[src/rtl/alu_exec_unit.sv]
// Integer execution unit: single-cycle RV base ALU ops plus iterative multiply
// and restoring divide, behind a one-deep valid/ready request/result handshake.
module alu_exec_unit #(
  parameter int XLEN      = 32,
  parameter bit EN_MULDIV = 1'b1
) (
  input  logic            clk,
  input  logic            rst,
  input  logic [6:0]      opcode,
  input  logic [2:0]      fun3,
  input  logic [6:0]      fun7,
  input  logic [XLEN-1:0] op_a,
  input  logic [XLEN-1:0] op_b,
  input  logic            in_valid,
  output logic            in_ready,
  output logic            out_valid,
  input  logic            out_ready,
  output logic [XLEN-1:0] result,
  output logic            illegal,
  output logic [1:0]      dbg_state_o
);

  // Handshake: a request transfers on a rising edge where in_valid && in_ready;
  // a result transfers on a rising edge where out_valid && out_ready. in_ready is
  // high only in IDLE and out_valid only in HOLD, so at most one op is in flight.

  localparam int SHW = $clog2(XLEN);
  localparam logic [6:0] OP_R   = 7'b0110011;
  localparam logic [6:0] OP_I   = 7'b0010011;
  localparam logic [6:0] F7_STD = 7'b0000000;
  localparam logic [6:0] F7_ALT = 7'b0100000;
  localparam logic [6:0] F7_M   = 7'b0000001;

  typedef enum logic [1:0] {IDLE, MUL_RUN, DIV_RUN, HOLD} state_t;

  state_t            state_q;
  logic [SHW-1:0]    cnt_q;
  logic [XLEN-1:0]   result_q;
  logic              illegal_q;
  logic [2:0]        fun3_q;
  logic              neg_q;
  logic              div0_q;
  logic [XLEN-1:0]   a_q;
  logic [XLEN-1:0]   mul_hi_q, mul_lo_q, mcand_q;
  logic [XLEN-1:0]   rem_q, quo_q, dvsr_q;

  logic [XLEN-1:0]   alu_res;
  logic              alu_ill, is_mul, is_div, base_ok, alt;
  logic [SHW-1:0]    shamt;

  // Decode and single-cycle datapath.
  always_comb begin
    alu_res = '0;
    alu_ill = 1'b0;
    is_mul  = 1'b0;
    is_div  = 1'b0;
    base_ok = 1'b0;
    alt     = 1'b0;
    shamt   = op_b[SHW-1:0];
    if (opcode == OP_R && fun7 == F7_M) begin
      if (EN_MULDIV) begin
        is_mul = ~fun3[2];
        is_div = fun3[2];
      end else begin
        alu_ill = 1'b1;
      end
    end else if (opcode == OP_R) begin
      base_ok = (fun7 == F7_STD) ||
                (fun7 == F7_ALT && (fun3 == 3'b000 || fun3 == 3'b101));
      alt     = (fun7 == F7_ALT);
    end else if (opcode == OP_I) begin
      base_ok = !((fun3 == 3'b001 && fun7 != F7_STD) ||
                  (fun3 == 3'b101 && fun7 != F7_STD && fun7 != F7_ALT));
      alt     = (fun3 == 3'b101 && fun7 == F7_ALT);
    end
    if (!base_ok && !is_mul && !is_div) begin
      alu_ill = 1'b1;
    end
    if (base_ok) begin
      case (fun3)
        3'b000:  alu_res = alt ? (op_a - op_b) : (op_a + op_b);
        3'b001:  alu_res = op_a << shamt;
        3'b010:  alu_res = {{(XLEN-1){1'b0}}, ($signed(op_a) < $signed(op_b))};
        3'b011:  alu_res = {{(XLEN-1){1'b0}}, (op_a < op_b)};
        3'b100:  alu_res = op_a ^ op_b;
        3'b101:  alu_res = alt ? $unsigned($signed(op_a) >>> shamt) : (op_a >> shamt);
        3'b110:  alu_res = op_a | op_b;
        default: alu_res = op_a & op_b;
      endcase
    end
  end

  // Operand conditioning for the iterative units: magnitudes plus the sign of the result.
  logic            sgn_a, sgn_b, neg_a, neg_b, neg_d;
  logic [XLEN-1:0] abs_a, abs_b;

  always_comb begin
    sgn_a = 1'b0;
    sgn_b = 1'b0;
    neg_d = 1'b0;
    if (is_mul) begin
      sgn_a = (fun3[1:0] == 2'b01) || (fun3[1:0] == 2'b10);
      sgn_b = (fun3[1:0] == 2'b01);
    end else if (is_div) begin
      sgn_a = ~fun3[0];
      sgn_b = ~fun3[0];
    end
    neg_a = sgn_a & op_a[XLEN-1];
    neg_b = sgn_b & op_b[XLEN-1];
    abs_a = neg_a ? (-op_a) : op_a;
    abs_b = neg_b ? (-op_b) : op_b;
    // Quotient/MULH sign is the xor of operand signs; remainder/MULHSU follow op_a.
    if ((is_mul && fun3[1:0] == 2'b01) || (is_div && fun3[1:0] == 2'b00)) begin
      neg_d = neg_a ^ neg_b;
    end else if ((is_mul && fun3[1:0] == 2'b10) || (is_div && fun3[1:0] == 2'b10)) begin
      neg_d = neg_a;
    end
  end

  // One shift-add multiply step and one restoring divide step.
  logic [XLEN:0]     mul_sum;
  logic [XLEN-1:0]   mul_hi_d, mul_lo_d;
  logic [2*XLEN-1:0] prod, prod_fix;
  logic [XLEN-1:0]   mul_final;
  logic [XLEN:0]     div_shift, div_diff;
  logic [XLEN-1:0]   rem_d, quo_d, div_final;

  always_comb begin
    mul_sum   = {1'b0, mul_hi_q} + (mul_lo_q[0] ? {1'b0, mcand_q} : {(XLEN+1){1'b0}});
    mul_hi_d  = mul_sum[XLEN:1];
    mul_lo_d  = {mul_sum[0], mul_lo_q[XLEN-1:1]};
    prod      = {mul_hi_d, mul_lo_d};
    prod_fix  = neg_q ? (-prod) : prod;
    mul_final = (fun3_q[1:0] == 2'b00) ? prod_fix[XLEN-1:0] : prod_fix[2*XLEN-1:XLEN];

    div_shift = {rem_q, quo_q[XLEN-1]};
    div_diff  = div_shift - {1'b0, dvsr_q};
    if (!div_diff[XLEN]) begin
      rem_d = div_diff[XLEN-1:0];
      quo_d = {quo_q[XLEN-2:0], 1'b1};
    end else begin
      rem_d = div_shift[XLEN-1:0];
      quo_d = {quo_q[XLEN-2:0], 1'b0};
    end
    if (!fun3_q[1]) begin
      div_final = div0_q ? {XLEN{1'b1}} : (neg_q ? (-quo_d) : quo_d);
    end else begin
      div_final = div0_q ? a_q : (neg_q ? (-rem_d) : rem_d);
    end
  end

  always_ff @(posedge clk) begin
    if (rst) begin
      state_q   <= IDLE;
      cnt_q     <= '0;
      result_q  <= '0;
      illegal_q <= 1'b0;
      fun3_q    <= '0;
      neg_q     <= 1'b0;
      div0_q    <= 1'b0;
      a_q       <= '0;
      mul_hi_q  <= '0;
      mul_lo_q  <= '0;
      mcand_q   <= '0;
      rem_q     <= '0;
      quo_q     <= '0;
      dvsr_q    <= '0;
    end else begin
      case (state_q)
        IDLE: begin
          if (in_valid) begin
            fun3_q <= fun3;
            neg_q  <= neg_d;
            div0_q <= (op_b == '0);
            a_q    <= op_a;
            cnt_q  <= '0;
            if (is_mul) begin
              mul_hi_q <= '0;
              mul_lo_q <= abs_b;
              mcand_q  <= abs_a;
              state_q  <= MUL_RUN;
            end else if (is_div) begin
              rem_q   <= '0;
              quo_q   <= abs_a;
              dvsr_q  <= abs_b;
              state_q <= DIV_RUN;
            end else begin
              result_q  <= alu_res;
              illegal_q <= alu_ill;
              state_q   <= HOLD;
            end
          end
        end
        MUL_RUN: begin
          mul_hi_q <= mul_hi_d;
          mul_lo_q <= mul_lo_d;
          cnt_q    <= cnt_q + 1'b1;
          if (cnt_q == SHW'(XLEN-1)) begin
            result_q  <= mul_final;
            illegal_q <= 1'b0;
            state_q   <= HOLD;
          end
        end
        DIV_RUN: begin
          rem_q <= rem_d;
          quo_q <= quo_d;
          cnt_q <= cnt_q + 1'b1;
          if (cnt_q == SHW'(XLEN-1)) begin
            result_q  <= div_final;
            illegal_q <= 1'b0;
            state_q   <= HOLD;
          end
        end
        default: begin
          if (out_ready) begin
            state_q <= IDLE;
          end
        end
      endcase
    end
  end

  assign in_ready    = (state_q == IDLE);
  assign out_valid   = (state_q == HOLD);
  assign result      = result_q;
  assign illegal     = illegal_q;
  assign dbg_state_o = state_q;

endmodule

[config.mk]
export PLATFORM = sky130hd
export DESIGN_NAME = alu_exec_unit
export DESIGN_NICKNAME = d
export VERILOG_FILES = /design/src/rtl/alu_exec_unit.sv
export SDC_FILE = /design/constraint.sdc
export NUM_CORES = 2
export LEC_CHECK = 0
export BUFFER_PORTS_ARGS = -buffer_cell sky130_fd_sc_hd__buf_4
export CAP_MARGIN = 20
export CORE_MARGIN = 2
export CORE_UTILIZATION = 37
export DETAILED_ROUTE_END_ITERATION = 10
export GPL_TIMING_DRIVEN = 1
export HOLD_SLACK_MARGIN = 0.1
export PLACE_DENSITY = 0.55
export SLEW_MARGIN = 0
export SYNTH_ARGS = -nofsm -noshare
export SYNTH_HDL_FRONTEND = slang
export SYNTH_SLANG_ARGS = --single-unit
[constraint.sdc]
create_clock -name clk -period 9.6 [get_ports clk]
set_clock_uncertainty 0.2 [all_clocks]
set_input_delay 1.44 -clock clk [delete_from_list [all_inputs] [get_ports clk]]
set_output_delay 1.44 -clock clk [all_outputs]
set_load 0.01 [all_outputs]
==> results.sh <==
export IMPL_synth_warnings=0
export IMPL_crit_slowest_cell="a221oi_1"
export IMPL_grt_pass1_vias=31375
export IMPL_rsz0062_at_grt="false"
export IMPL_p_leak_nw=12.4
export IMPL_core_area_um2=79100
export IMPL_critical_path_most_common_cell="a221oi_1"
export IMPL_grt_pass1_wl_um=222000
export IMPL_rr_worst_depth=20
export IMPL_seq_area_frac_synth_pct=18.1
export IMPL_worstPathMaxFanout=46
export IMPL_start_util_pct=37.4
export IMPL_gp_congestion=1.03
export IMPL_ys_async_sr_fraction_pct=0
export IMPL_multi_input_area_um2=22500
export IMPL_crit_path_max_incr_delay_ps=700
export IMPL_drc=0
export IMPL_nFillCells=8444
export IMPL_r2r_slack_ps=3700
export IMPL_hold_violations=0
export IMPL_grt_usage_pct=36.3
export IMPL_postSynthCellCount=4202
export IMPL_nNetsFinal=4356
export IMPL_via_per_inst=6.54
export IMPL_max_cap_violations=0
export IMPL_cts_max_path_buffers=3
export IMPL_drt_iter0_drc=4681
export IMPL_antenna_found_initial=3
export IMPL_startpoint="op_b[1]"
export IMPL_synth_edf_count=0
export IMPL_path_cells="buf_4 > inv_1 > fa_1 > nor2b_1 > o311ai_0 > a221oi_1 > o31ai_1 > nand3_1 > a211oi_1 > nand2_1 > o21ai_0 > xor2_1 > a221oi_1 > o211ai_1"
export IMPL_setup_violations=0
export IMPL_met2_usage_pct=54.5
export IMPL_peakVddDrop_uv=165
export IMPL_status="complete, no violations"
export IMPL_worstPathRequired_ps=9830
export IMPL_setup_ws_ps=3340
export IMPL_synth_ff_type="dfxtp_1"
export IMPL_rows=103
export IMPL_netlist_cell_type_count=97
export IMPL_holdWs_ps=249
export IMPL_final_min_clock_period_ps=6260
export IMPL_clock_tree_root_cell="clkbuf_16"
export IMPL_crit_path_start_kind="input port"
export IMPL_grt_max_degree=102
export IMPL_holdPathEnd="mcand_q[30]"
export IMPL_reg2reg_from="quo_q[31]"
export IMPL_io_pins=122
export IMPL_clkSinkCount=268
export IMPL_area_delta_synth_final_pct=9.25
export IMPL_hp_class="reg2reg"
export IMPL_slew_headroom_pct=19.3
export IMPL_dp_cells=5104
export IMPL_cts_buffers=35
export IMPL_via_count=33799
export IMPL_grtUsageMet1_pct=47.4
export IMPL_instances_no_fill=5167
export IMPL_die_x_um=287
export IMPL_setup_tns_ps=0
export IMPL_cts_setup_buffers=0
export IMPL_drt_total_wl_um=155000
export IMPL_tritoncts="built"
export IMPL_drive_gt1_share_pct=9.18
export IMPL_post_route_period_util_pct=65.2
export IMPL_hpwlAfterDp_um=119000
export IMPL_maxSlewViolCount=0
export IMPL_final_common_cell="nand2_1"
export IMPL_timing_fmax_ghz=0.160
export IMPL_whs_path_depth=2
export IMPL_routedWlPerCell_um=30.0
export IMPL_critPathKind="in2reg"
export IMPL_crit_path_end_kind="flop"
export IMPL_numPortBuffers=121
export IMPL_layout_area_seq_um2=5370
export IMPL_place_ws_ps=3130
export IMPL_avgSynthCellArea_um2=7.04
export IMPL_drt_pass1_iter_count=6
export IMPL_stdcell_area_um2=32300
export IMPL_die_height_um=287
export IMPL_critPathArrivalTime_ps=6490
export IMPL_syn_nets=4467
export IMPL_ant_nets=0
export IMPL_htreeDepth=2
export IMPL_clkLatencyLatePin_ps=570
export IMPL_worstHoldStart="mcand_q[30]"
export IMPL_grt_use_met3_pct=6.59
export IMPL_post_cts_resized=0
export IMPL_layout_common_cells="476 x nand2_1, 466 x nor2_1, 342 x a21oi_1"
export IMPL_busiest_layer="met2"
export IMPL_place_area_um2=31100
export IMPL_worst_pin_slew_ps=1200
export IMPL_design_die_area_um2=82300
export IMPL_cts_hold_buffers_added=0
export IMPL_ys_ff_latch=268
export IMPL_syn_area_um2=29600
export IMPL_timing_rr_end="result[12]"
export IMPL_gr_total_overflow=0
export IMPL_path_clk_slew_ps=60
export IMPL_power_density_nw_per_um2=175
-- how the worst max path moves through the flow --
stage	endpoint	slack (ps)	cells past startpoint
2_1_floorplan	mul_lo_q[30]	3910	16
3_3_place_gp	result[24]	3200	14
3_5_place_dp	result[24]	3130	14
4_1_cts	result[24]	3710	14
5_1_grt	result[24]	3160	14
6_report	result[24]	3340	14
-- per-layer routing --
| layer | share of wire, % | vias up |
|---|---|---|
| li1 | - | 15261 |
| met1 | 40 | 16155 |
| met2 | 42 | 1985 |
| met3 | 9.3 | 396 |
| met4 | 7.8 | 2 |
| met5 | 0.0084 | - |
-- synthesized netlist by cell type (all sizes together) (26+ instances only) --
cell type / n / area share [%]
a221oi: 55 / 1.6
a21o: 43 / 1.1
inv: 148 / 1.9
xnor2: 134 / 4.0
nor2b: 28 / 0.59
mux4: 33 / 2.5
a21oi: 344 / 5.8
nand2: 476 / 6.0
xor2: 56 / 1.7
nand3: 86 / 1.5
o31ai: 51 / 1.3
o21ai: 317 / 5.4
nand2b: 32 / 0.68
o211ai: 78 / 2.0
a211oi: 120 / 3.0
nor4: 38 / 0.85
nor3: 106 / 1.8
mux2i: 91 / 3.1
nand4: 34 / 0.74
ha: 176 / 7.4
nor2: 470 / 6.0
clkbuf: 288 / 3.7
dfxtp: 268 / 18
a31oi: 60 / 1.3
or3: 42 / 0.93
mux2: 29 / 1.1
o21bai: 26 / 0.66
a22oi: 39 / 0.99
buf: 46 / 0.63
or4: 35 / 0.91
and2: 62 / 1.3
-- logic make-up after synthesis --
logic type               after synthesis  share of synthesized area (%)
AO/OA/AOI/OAI                       1416                           31.8
XOR/XNOR                             190                           5.62
adder cells (fa/ha/maj)              180                           7.71
buffers and inverters                487                           6.22
flip-flops                           268                           18.1
multiplexers                         153                           6.69
AND/OR/NAND/NOR                     1508                           23.8
-- layout make-up --
cell class / count / area share [%]
multi-input combinational: 3447 / 69.5
sequential: 268 / 16.6
timing repair buffer: 186 / 4.34
tap: 1050 / 4.06
clock buffer: 45 / 3.04
inverter: 153 / 1.78
clock inverter: 17 / 0.635
antenna: 1 / 0.00774
-- worst max-delay path, delay by kind of cell --
kind | cells | cell delay, ps
compound gates | 7 | 2850
buf+inv | 2 | 910
simple gates | 3 | 640
fa+ha+maj | 1 | 520
xor+xnor | 1 | 90
-- through the flow --
stage / util (%) / power, mW
CTS: 40.9 / 5.54
floorplan: - / 2.98
global route: 40.9 / 5.82
finish: 40.9 / 5.64
global placement: 39.4 / 4.14
detailed placement: 39.4 / 4.13
-- flip-flops by register name, summed over array words and instances (netlist names) --
register / count
div0_q: 1
quo_q: 32
dbg_state_o: 2
illegal: 1
neg_q: 1
cnt_q: 5
dvsr_q: 32
mul_lo_q: 32
mcand_q: 32
a_q: 32
mul_hi_q: 32
result: 32
fun3_q: 2
rem_q: 32
-- where the power goes --
part / internal [mW] / switching (mW) / leakage [nW]
Combinational: 0.833 / 1.95 / 9.67
Clock: 0.835 / 0.583 / 0.584
Sequential: 1.23 / 0.210 / 2.17
Note: power is estimated with default switching activity, not from simulation.
